$ cat config.mk
export PLATFORM = sky130hd
export DESIGN_NAME = sram_stream_reader
export DESIGN_NICKNAME = d
export VERILOG_FILES = /design/src/rtl/sram_stream_reader.sv
export SDC_FILE = /design/constraint.sdc
export NUM_CORES = 1
export LEC_CHECK = 0
export ABC_AREA = 1
export BUFFER_PORTS_ARGS = -buffer_cell sky130_fd_sc_hd__buf_2
export CAP_MARGIN = 10
export CORE_UTILIZATION = 25
export CTS_CLUSTER_DIAMETER = 30
export DETAILED_ROUTE_END_ITERATION = 7
export SLEW_MARGIN = 20
export SYNTH_ARGS = -nofsm -noshare
export SYNTH_HDL_FRONTEND = slang
export SYNTH_SLANG_ARGS = --single-unit
$ cat constraint.sdc
create_clock -name clk -period 6.58 [get_ports clk]
set_clock_uncertainty 0.1 [all_clocks]
set_input_delay 1.316 -clock clk [delete_from_list [all_inputs] [get_ports clk]]
set_output_delay 1.316 -clock clk [all_outputs]
set_load 0.005 [all_outputs]
$ cat src/rtl/sram_stream_reader.sv
// Strided SRAM read master: fetches LENGTH words from BASE by STRIDE on port 2 and
// streams them out through a small FIFO that hides read latency and backpressure.
module sram_stream_reader #(
    parameter int ADDR_W     = 12,
    parameter int DATA_W     = 16,
    parameter int FIFO_DEPTH = 2
) (
    input  logic              clk,
    input  logic              reset,
    input  logic              start,
    input  logic [ADDR_W-1:0] base_addr,
    input  logic [ADDR_W:0]   length,
    input  logic [ADDR_W-1:0] stride,
    output logic              busy,
    output logic              done,
    output logic [ADDR_W-1:0] sram_address,
    output logic              sram_chipselect,
    output logic              sram_write,
    output logic [1:0]        sram_byteenable,
    output logic [DATA_W-1:0] sram_writedata,
    output logic              sram_clken,
    input  logic [DATA_W-1:0] sram_readdata,
    output logic              m_valid,
    input  logic              m_ready,
    output logic [DATA_W-1:0] m_data,
    output logic              m_last
);
    localparam int CNT_W = ADDR_W + 1;
    localparam int PTR_W = $clog2(FIFO_DEPTH);
    localparam int OCC_W = PTR_W + 1;
    localparam logic [CNT_W-1:0] CNT_ONE = 1;

    typedef enum logic [1:0] {S_IDLE, S_ISSUE, S_DRAIN, S_DONE} state_t;

    state_t             state_q, state_d;
    logic [ADDR_W-1:0]  addr_q, addr_d;
    logic [ADDR_W-1:0]  stride_q, stride_d;
    logic [CNT_W-1:0]   len_q, len_d;
    logic [CNT_W-1:0]   issue_cnt_q, issue_cnt_d;
    logic [CNT_W-1:0]   accept_cnt_q, accept_cnt_d;
    logic               inflight_q, inflight_d;
    logic               inflight_last_q, inflight_last_d;
    logic [OCC_W-1:0]   occ_q, occ_d;
    logic [PTR_W-1:0]   rd_ptr_q, rd_ptr_d;
    logic [PTR_W-1:0]   wr_ptr_q, wr_ptr_d;
    logic [DATA_W-1:0]  fifo_data_q [FIFO_DEPTH];
    logic [DATA_W-1:0]  fifo_data_d [FIFO_DEPTH];
    logic               fifo_last_q [FIFO_DEPTH];
    logic               fifo_last_d [FIFO_DEPTH];

    logic               push, pop, issue, last_issue, last_accept, room;
    logic [OCC_W:0]     pending;

    assign push = inflight_q;
    assign pop  = (occ_q != '0) && m_ready;

    // Credit: a read may only be issued if its data is guaranteed a FIFO slot.
    assign pending = {1'b0, occ_q} + {{OCC_W{1'b0}}, inflight_q} - {{OCC_W{1'b0}}, pop};
    assign room    = pending < (OCC_W + 1)'(FIFO_DEPTH);

    assign issue       = (state_q == S_ISSUE) && room && (issue_cnt_q != len_q);
    assign last_issue  = (issue_cnt_q == len_q - CNT_ONE);
    assign last_accept = pop && (accept_cnt_q == len_q - CNT_ONE);

    always_comb begin
        state_d         = state_q;
        addr_d          = addr_q;
        stride_d        = stride_q;
        len_d           = len_q;
        issue_cnt_d     = issue_cnt_q;
        accept_cnt_d    = accept_cnt_q;
        inflight_d      = issue;
        inflight_last_d = issue && last_issue;
        occ_d           = occ_q;
        rd_ptr_d        = rd_ptr_q;
        wr_ptr_d        = wr_ptr_q;
        fifo_data_d     = fifo_data_q;
        fifo_last_d     = fifo_last_q;

        case (state_q)
            S_IDLE: begin
                if (start) begin
                    addr_d       = base_addr;
                    stride_d     = stride;
                    len_d        = length;
                    issue_cnt_d  = '0;
                    accept_cnt_d = '0;
                    state_d      = (length == '0) ? S_DONE : S_ISSUE;
                end
            end
            S_ISSUE: begin
                if (issue) begin
                    addr_d      = addr_q + stride_q;
                    issue_cnt_d = issue_cnt_q + CNT_ONE;
                    if (last_issue) state_d = S_DRAIN;
                end
            end
            S_DRAIN: begin
                if (last_accept) state_d = S_DONE;
            end
            default: state_d = S_IDLE;
        endcase

        if (pop) accept_cnt_d = accept_cnt_q + CNT_ONE;

        // Data returns the cycle after issue; the in-flight flag is the push strobe.
        if (push) begin
            fifo_data_d[wr_ptr_q] = sram_readdata;
            fifo_last_d[wr_ptr_q] = inflight_last_q;
            wr_ptr_d              = wr_ptr_q + 1'b1;
        end
        if (pop) rd_ptr_d = rd_ptr_q + 1'b1;
        occ_d = occ_q + OCC_W'(push) - OCC_W'(pop);
    end

    always_ff @(posedge clk) begin
        if (reset) begin
            state_q         <= S_IDLE;
            addr_q          <= '0;
            stride_q        <= '0;
            len_q           <= '0;
            issue_cnt_q     <= '0;
            accept_cnt_q    <= '0;
            inflight_q      <= 1'b0;
            inflight_last_q <= 1'b0;
            occ_q           <= '0;
            rd_ptr_q        <= '0;
            wr_ptr_q        <= '0;
        end else begin
            state_q         <= state_d;
            addr_q          <= addr_d;
            stride_q        <= stride_d;
            len_q           <= len_d;
            issue_cnt_q     <= issue_cnt_d;
            accept_cnt_q    <= accept_cnt_d;
            inflight_q      <= inflight_d;
            inflight_last_q <= inflight_last_d;
            occ_q           <= occ_d;
            rd_ptr_q        <= rd_ptr_d;
            wr_ptr_q        <= wr_ptr_d;
        end
    end

    // Storage needs no reset: occupancy alone decides what is visible.
    always_ff @(posedge clk) begin
        fifo_data_q <= fifo_data_d;
        fifo_last_q <= fifo_last_d;
    end

    assign busy            = (state_q != S_IDLE);
    assign done            = (state_q == S_DONE);
    assign sram_address    = addr_q;
    assign sram_chipselect = issue;
    assign sram_write      = 1'b0;
    assign sram_byteenable = 2'b11;
    assign sram_writedata  = '0;
    assign sram_clken      = 1'b1;
    assign m_valid         = (occ_q != '0);
    assign m_data          = fifo_data_q[rd_ptr_q];
    assign m_last          = m_valid && fifo_last_q[rd_ptr_q];

endmodule
==> results.py, run 1 <==
metrics = {
    "floorplan": {
        "die_h_um": 160,
        "dieWidth_um": 160,
        "pin_count": 110,
        "start_util_pct": 25.7,
        "row_count": 57,
        "die_area_mm2": 0.0258,
        "core_area_mm2": 0.0245,
    },
    "synthesis": {
        "synth_sequential_area_ratio_pct": 38.9,
        "synth-seq-cells": 105,
        "synth_top_family_by_area": "simple AND/OR/NAND/NOR gates",
        "synth_cells": 850,
        "synth-simple-area-share_pct": 29.7,
        "synth.distinct_cells": 46,
        "synth_edf_count": 34,
        "synth_compound_area_share_pct": 11.0,
        "synth_xor_area_share_pct": 5.58,
        "synth.cell_area_mm2": 0.00628,
        "synthMuxAreaShare_pct": 0.159,
        "synth-main-ff-cell": "dfxtp_1",
        "synth_warnings": 0,
        "async_reset_ff_share_pct": 0,
        "syn_avg_cell_area_um2": 7.39,
        "synth_adder_area_share_pct": 4.82,
    },
    "power": {
        "p_leak_nw": 3.14,
        "total_power_mw": 2.82,
        "pwr-share-seq_pct": 32.7,
        "clkPwrFrac_pct": 19.9,
        "p_sw_share_pct": 44.5,
        "power_density_mw_per_mm2": 390,
        "internal_power_mw": 1.56,
        "ir_worst_vdd_mv": 0.164,
        "combPwrFrac_pct": 47.5,
        "switchingPower_mw": 1.26,
    },
    "clock_tree": {
        "clk_pin_slew_worst_paths_ps": 70,
        "cts_tree": "built",
        "cts_buffer_depth": 2,
        "htreeDepth": 3,
        "ctsHoldBuffers": 0,
        "cts_root_buffer": "clkbuf_16",
        "cts_buffers": 9,
        "clk_latency_ps": 350,
        "clock-sinks": 105,
        "post_cts_resized": 0,
        "postCtsSetupRepairBufs": 0,
    },
    "global_routing": {
        "grt_pass1_wl_um": 25500,
        "grt_pass1_vias": 5004,
        "grtUsageTotal_pct": 12.4,
        "antenna_found_initial": 0,
        "grt_max_degree": 39,
        "grt_overflow": 0,
    },
    "setup_path": {
        "criticalPathCategory": "input port to output pin",
        "end_kind": "output pin",
        "worstPathArrival_ps": 3270,
        "startpoint": "m_ready",
        "cp_max_fo": 14,
        "critPathRequiredTime_ps": 5160,
        "r2r-start": "occ_q[1]",
        "start_kind": "input port",
    },
    "placed_design": {
        "port_buffers": 89,
        "gp_congestion": 0.869,
        "dp_hpwl_um": 11900,
    },
    "final_layout": {
        "finalNetCount": 1002,
        "fin_util_pct": 29.6,
        "drive_above_1_share_pct": 15.3,
        "final_cell_mix": "nand2_1 (226), buf_2 (89), nor2_1 (85)",
        "diodes": 0,
        "fillers": 2656,
        "syn_to_final_growth_pct": 15.1,
        "final_common_cell": "nand2_1",
    },
    "routing": {
        "finalWirelength_um": 15800,
        "ant_nets": 0,
        "vias": 5504,
        "drt_first_pass_iters": 5,
        "drt_iter0_drc": 346,
        "wire_per_inst_um": 12.7,
        "drc": 0,
        "vias_per_cell": 4.40,
    },
    "timing": {
        "fmax_mhz": 213,
        "slew_headroom_pct": 30.4,
        "setup_viol": 0,
        "min_period_ps": 4690,
        "post-route-period-util_pct": 71.2,
        "rsz0062_at_grt": "no",
        "fin_tns_setup_ps": 0,
        "slew_violations": 0,
        "worst_pin_slew_ps": 1040,
        "hold_viol_final": 0,
    },
    "hold_path": {
        "hp-start": "inflight_last_q",
        "hold_path.class": "flip-flop to flip-flop",
    },
    "run_status": {
        "outcome": "finished, final reports clean",
    },
    "run": {
        "max-cap-violations": 0,
    },
}
## critical path, stage by stage
cell and delay, ps:
buf_2 100, inv_1 50, nor2_1 40, buf_4 190, ha_1 280, inv_1 40, ha_1 180, fa_1 430
inv_1 80, o211ai_1 80, a21oi_1 200, nand2_2 110, inv_1 70, buf_2 100
## kinds of logic after synthesis
kind of cell	after synthesis
and+or+nand+nor	423
buffers and inverters	132
AOI/OAI and AO/OA	124
DFF	105
xor gates and xnor gates	40
adders and majority gates	23
other	2
muxes	1
## area by class of cell
type | count | area [um^2] | share of cell area, %
Multi-Input combinational cell | 631 | 3290 | 45.5
Tap cell | 324 | 405 | 5.61
Inverter | 83 | 314 | 4.34
Clock inverter | 7 | 85.1 | 1.18
Sequential cell | 105 | 2440 | 33.8
Clock buffer | 9 | 225 | 3.11
Timing Repair Buffer | 92 | 468 | 6.47
## worst paths after layout
kind	endpoint	slack [ps]	depth (start not counted)
setup reg to reg	issue_cnt_q[2]	3200	16
hold / removal	fifo_last_q[0]	330	0
setup / recovery	sram_chipselect	1890	14
hold reg to reg	fifo_last_q[0]	330	0
## sequential cells by signal, summed over array words and instances, names as in the netlist
name,count
accept_cnt_q,13
occ_q,2
state_q,2
len_q,13
wr_ptr_q,1
fifo_data_q,32
fifo_last_q,2
stride_q,12
sram_address,12
inflight_q,1
issue_cnt_q,13
rd_ptr_q,1
inflight_last_q,1
## power by group through the flow
stage	combinational (mW)	sequential, mW	clock, mW
final	1.34	0.921	0.560
after global routing	1.53	0.938	0.597
after CTS	1.35	0.921	0.576
after detailed placement	1.34	0.935	0
after global placement	1.33	0.933	0
after floorplan	1.05	0.891	0
## layer usage
layer  track usage, %  wire [um]  up-vias
met5                0          0        -
met2             20.7       7390      141
li1                 -          -     2865
met4             2.38        114        0
met3             2.92        846       10
met1             16.3       7490     2488
## metrics by stage
step	hold WS, ps	instance area, um^2	worst slack, ps	instances
floorplan	304	6350	2030	868
finish	328	7230	1890	1251
CTS	330	7230	1870	1251
global placement	308	6920	1870	1235
global route	346	7230	1720	1251
detailed placement	311	6920	1880	1235
## synth_stat cells (all sizes together), types with 3 or more instances
cell / count / area, um^2
nor4: 6 / 37.5
or2: 3 / 18.8
nand2: 237 / 937
a211oi: 4 / 35.0
o21ai: 49 / 268
ha: 21 / 263
nand4: 9 / 56.3
buf: 31 / 233
nor2: 95 / 420
a21oi: 61 / 305
edfxtp: 34 / 1020
xnor2: 10 / 87.6
nor3: 17 / 90.1
nand3b: 3 / 22.5
nand3: 51 / 265
a221oi: 3 / 26.3
xor2: 30 / 263
clkbuf: 18 / 67.6
inv: 81 / 307
dfxtp: 71 / 1420
(Power assumes the default switching activity.)
==> inputs of run 2 (changes only) <==
ABC_AREA = 0   (was 1)
clock period = 4.3 ns   (was 6.58 ns; I/O delays follow)
==> run 2 against run 1 <==
Net effect: core utilization increased by 0.11 points; global-route usage decreased by 0.25 points; sequential share of layout area increased by 1.4 points; critical path type is now flip-flop to output pin; largest cell class unchanged; routed wire length decreased by 9.5%; critical path depth decreased by 2; clock-buffer cell count unchanged.
==> results.py, run 2 <==
metrics = {
    "power": {
        "power_density_mw_per_mm2": 556,
        "p_leak_nw": 2.76,
        "ir_worst_vdd_mv": 0.218,
    },
    "global_routing": {
        "grt_pass1_vias": 4431,
        "grt_pass1_wl_um": 23000,
        "antenna_found_initial": 0,
        "grtUsageTotal_pct": 12.1,
        "grt_max_degree": 37,
        "grt_overflow": 0,
    },
    "run_status": {
        "outcome": "finished, final reports clean",
    },
    "placed_design": {
        "dp_hpwl_um": 10500,
        "port_buffers": 89,
        "gp_congestion": 0.813,
        "place_inst": 1018,
    },
    "clock_tree": {
        "ctsHoldBuffers": 0,
        "cts_root_buffer": "clkbuf_16",
        "postCtsSetupRepairBufs": 0,
        "cts_buffer_depth": 2,
        "post_cts_resized": 0,
        "clk_latency_ps": 360,
        "cts_buffers": 9,
        "clock-sinks": 105,
        "htreeDepth": 3,
        "cts_tree": "built",
        "clk_pin_slew_worst_paths_ps": 80,
    },
    "final_layout": {
        "top_register": "fifo_data_q",
        "multi_input_area_mm2": 0.00318,
        "finalNonFillerCells": 1034,
        "ff_latch_area_mm2": 0.00244,
        "fillers": 2504,
        "fin_util_pct": 29.7,
        "syn_to_final_growth_pct": 16.9,
        "drive_above_1_share_pct": 21.3,
        "finalNetCount": 790,
        "diodes": 0,
        "largest_reg_flops": 32,
        "final_common_cell": "buf_2",
        "final_cell_mix": "buf_2 (89), nand2_1 (74), dfxtp_1 (71)",
    },
    "synthesis": {
        "synthTopCellsByCount": "nand2_1 (74), dfxtp_1 (71), nor2_1 (57), a21oi_1 (44), edfxtp_1 (34)",
        "syn_avg_cell_area_um2": 9.28,
        "synth-seq-cells": 105,
        "synth_edf_count": 34,
        "yosysMostFrequentCell": "nand2_1",
        "synth.cell_area_mm2": 0.00594,
        "synth-main-ff-cell": "dfxtp_1",
        "synth_area_leaders": "dfxtp_1 (24%), edfxtp_1 (17%), nand2_1 (4.7%)",
        "synth.distinct_cells": 69,
        "synth_cells": 640,
        "async_reset_ff_share_pct": 0,
        "synth_top_area_share_pct": 23.9,
        "yosys.area.top_type": "dfxtp_1",
        "synth_sequential_area_ratio_pct": 41.1,
        "synth_warnings": 0,
    },
    "floorplan": {
        "start_util_pct": 25.4,
        "die_area_mm2": 0.0244,
        "core_area_mm2": 0.0234,
        "dieWidth_um": 156,
        "pin_count": 110,
        "row_count": 56,
        "die_h_um": 156,
    },
    "timing": {
        "rsz0062_at_grt": "no",
        "slew_violations": 0,
        "min_period_ps": 3910,
        "holdWs_ps": 332,
        "slew_headroom_pct": 31.3,
        "fmax_mhz": 256,
        "setup_viol": 0,
        "post-route-period-util_pct": 90.8,
        "fin_tns_setup_ps": 0,
        "worst_pin_slew_ps": 1030,
        "hold_viol_final": 0,
    },
    "setup_path": {
        "criticalPathCategory": "flip-flop to output pin",
        "worstPathArrival_ps": 2950,
        "start_kind": "flip-flop",
        "cp_max_fo": 9,
        "critPathRequiredTime_ps": 3340,
        "crit_slowest_cell": "fa_1",
        "max_stage_delay_ps": 380,
        "cp_cell_sequence": "or2_2, nand2_1, clkinv_1, ha_1, inv_1, ha_1, fa_1, xnor2_1, nor2_1, o211ai_2, inv_1, buf_2",
        "end_kind": "output pin",
    },
    "routing": {
        "vias_per_cell": 4.49,
        "drt_first_pass_iters": 4,
        "drt_iter0_drc": 272,
        "ant_nets": 0,
        "vias": 4641,
        "finalWirelength_um": 14300,
        "wire_per_inst_um": 13.9,
        "drc": 0,
    },
    "run": {
        "max-cap-violations": 0,
    },
    "hold_path": {
        "hold_path.class": "flip-flop to flip-flop",
    },
}
-- run 2: cell count changes after synthesis, sizes merged, moves of 24 or more --
cell   change
nor2      -38
nand3     -36
o21ai     -37
nand2    -163
inv       -58
mux2      +24
-- run 2: worst paths after layout --
check,start,endpoint,slack [ps],cells after the start
min,inflight_last_q,fifo_last_q[1],330,0
max reg2reg,occ_q[1],issue_cnt_q[7],780,14
max,occ_q[1],sram_chipselect,390,12
min reg2reg,inflight_last_q,fifo_last_q[1],330,0
-- run 2: kinds of logic (layout without fill, tap and decap cells) --
kind of cell,after synthesis,after routing,share of synthesized area [%]
buf+inv,80,137,6.59
other cells,2,20,0.126
fa+ha+maj,23,23,5.10
mux,39,39,7.08
simple gates,228,228,18.6
xor+xnor,49,49,8.30
compound gates,114,114,13.1
flops,105,105,41.1
-- run 2: cell type report --
cell class | count | area share [%]
clock inverter | 7 | 1.44
multi-input combinational | 473 | 45.8
inverter | 24 | 1.30
sequential | 105 | 35.2
tap | 319 | 5.75
clock buffer | 9 | 3.24
timing repair buffer | 97 | 7.28
-- run 2: routing by layer --
| layer | up-vias | wire [um] | global-route usage (%) |
|---|---|---|---|
| met5 | - | 0 | 0 |
| met4 | 0 | 155 | 3.55 |
| met3 | 11 | 847 | 2.92 |
| met2 | 113 | 6550 | 20.0 |
| met1 | 2159 | 6780 | 15.6 |
| li1 | 2358 | - | - |
-- run 2: power breakdown --
group	internal, mW	switching, mW
sequential	1.19	0.178
combinational	0.702	0.887
clock	0.475	0.426
-- run 2: metrics by stage --
step	power [mW]	cell area, um^2	setup slack [ps]
2_1_floorplan	2.54	6010	676
3_3_place_gp	2.98	6620	459
3_5_place_dp	3.00	6620	429
4_1_cts	3.92	6940	359
5_1_grt	4.17	6940	143
6_report	3.86	6940	394
-- run 2: worst max-delay path, delay by kind of cell (launching register included) --
kind	cells	cell delay [ps]
xor gates and xnor gates	1	140
buffers and inverters	4	390
DFF	1	340
AOI/OAI and AO/OA	1	280
adders and majority gates	3	830
and+or+nand+nor	3	600
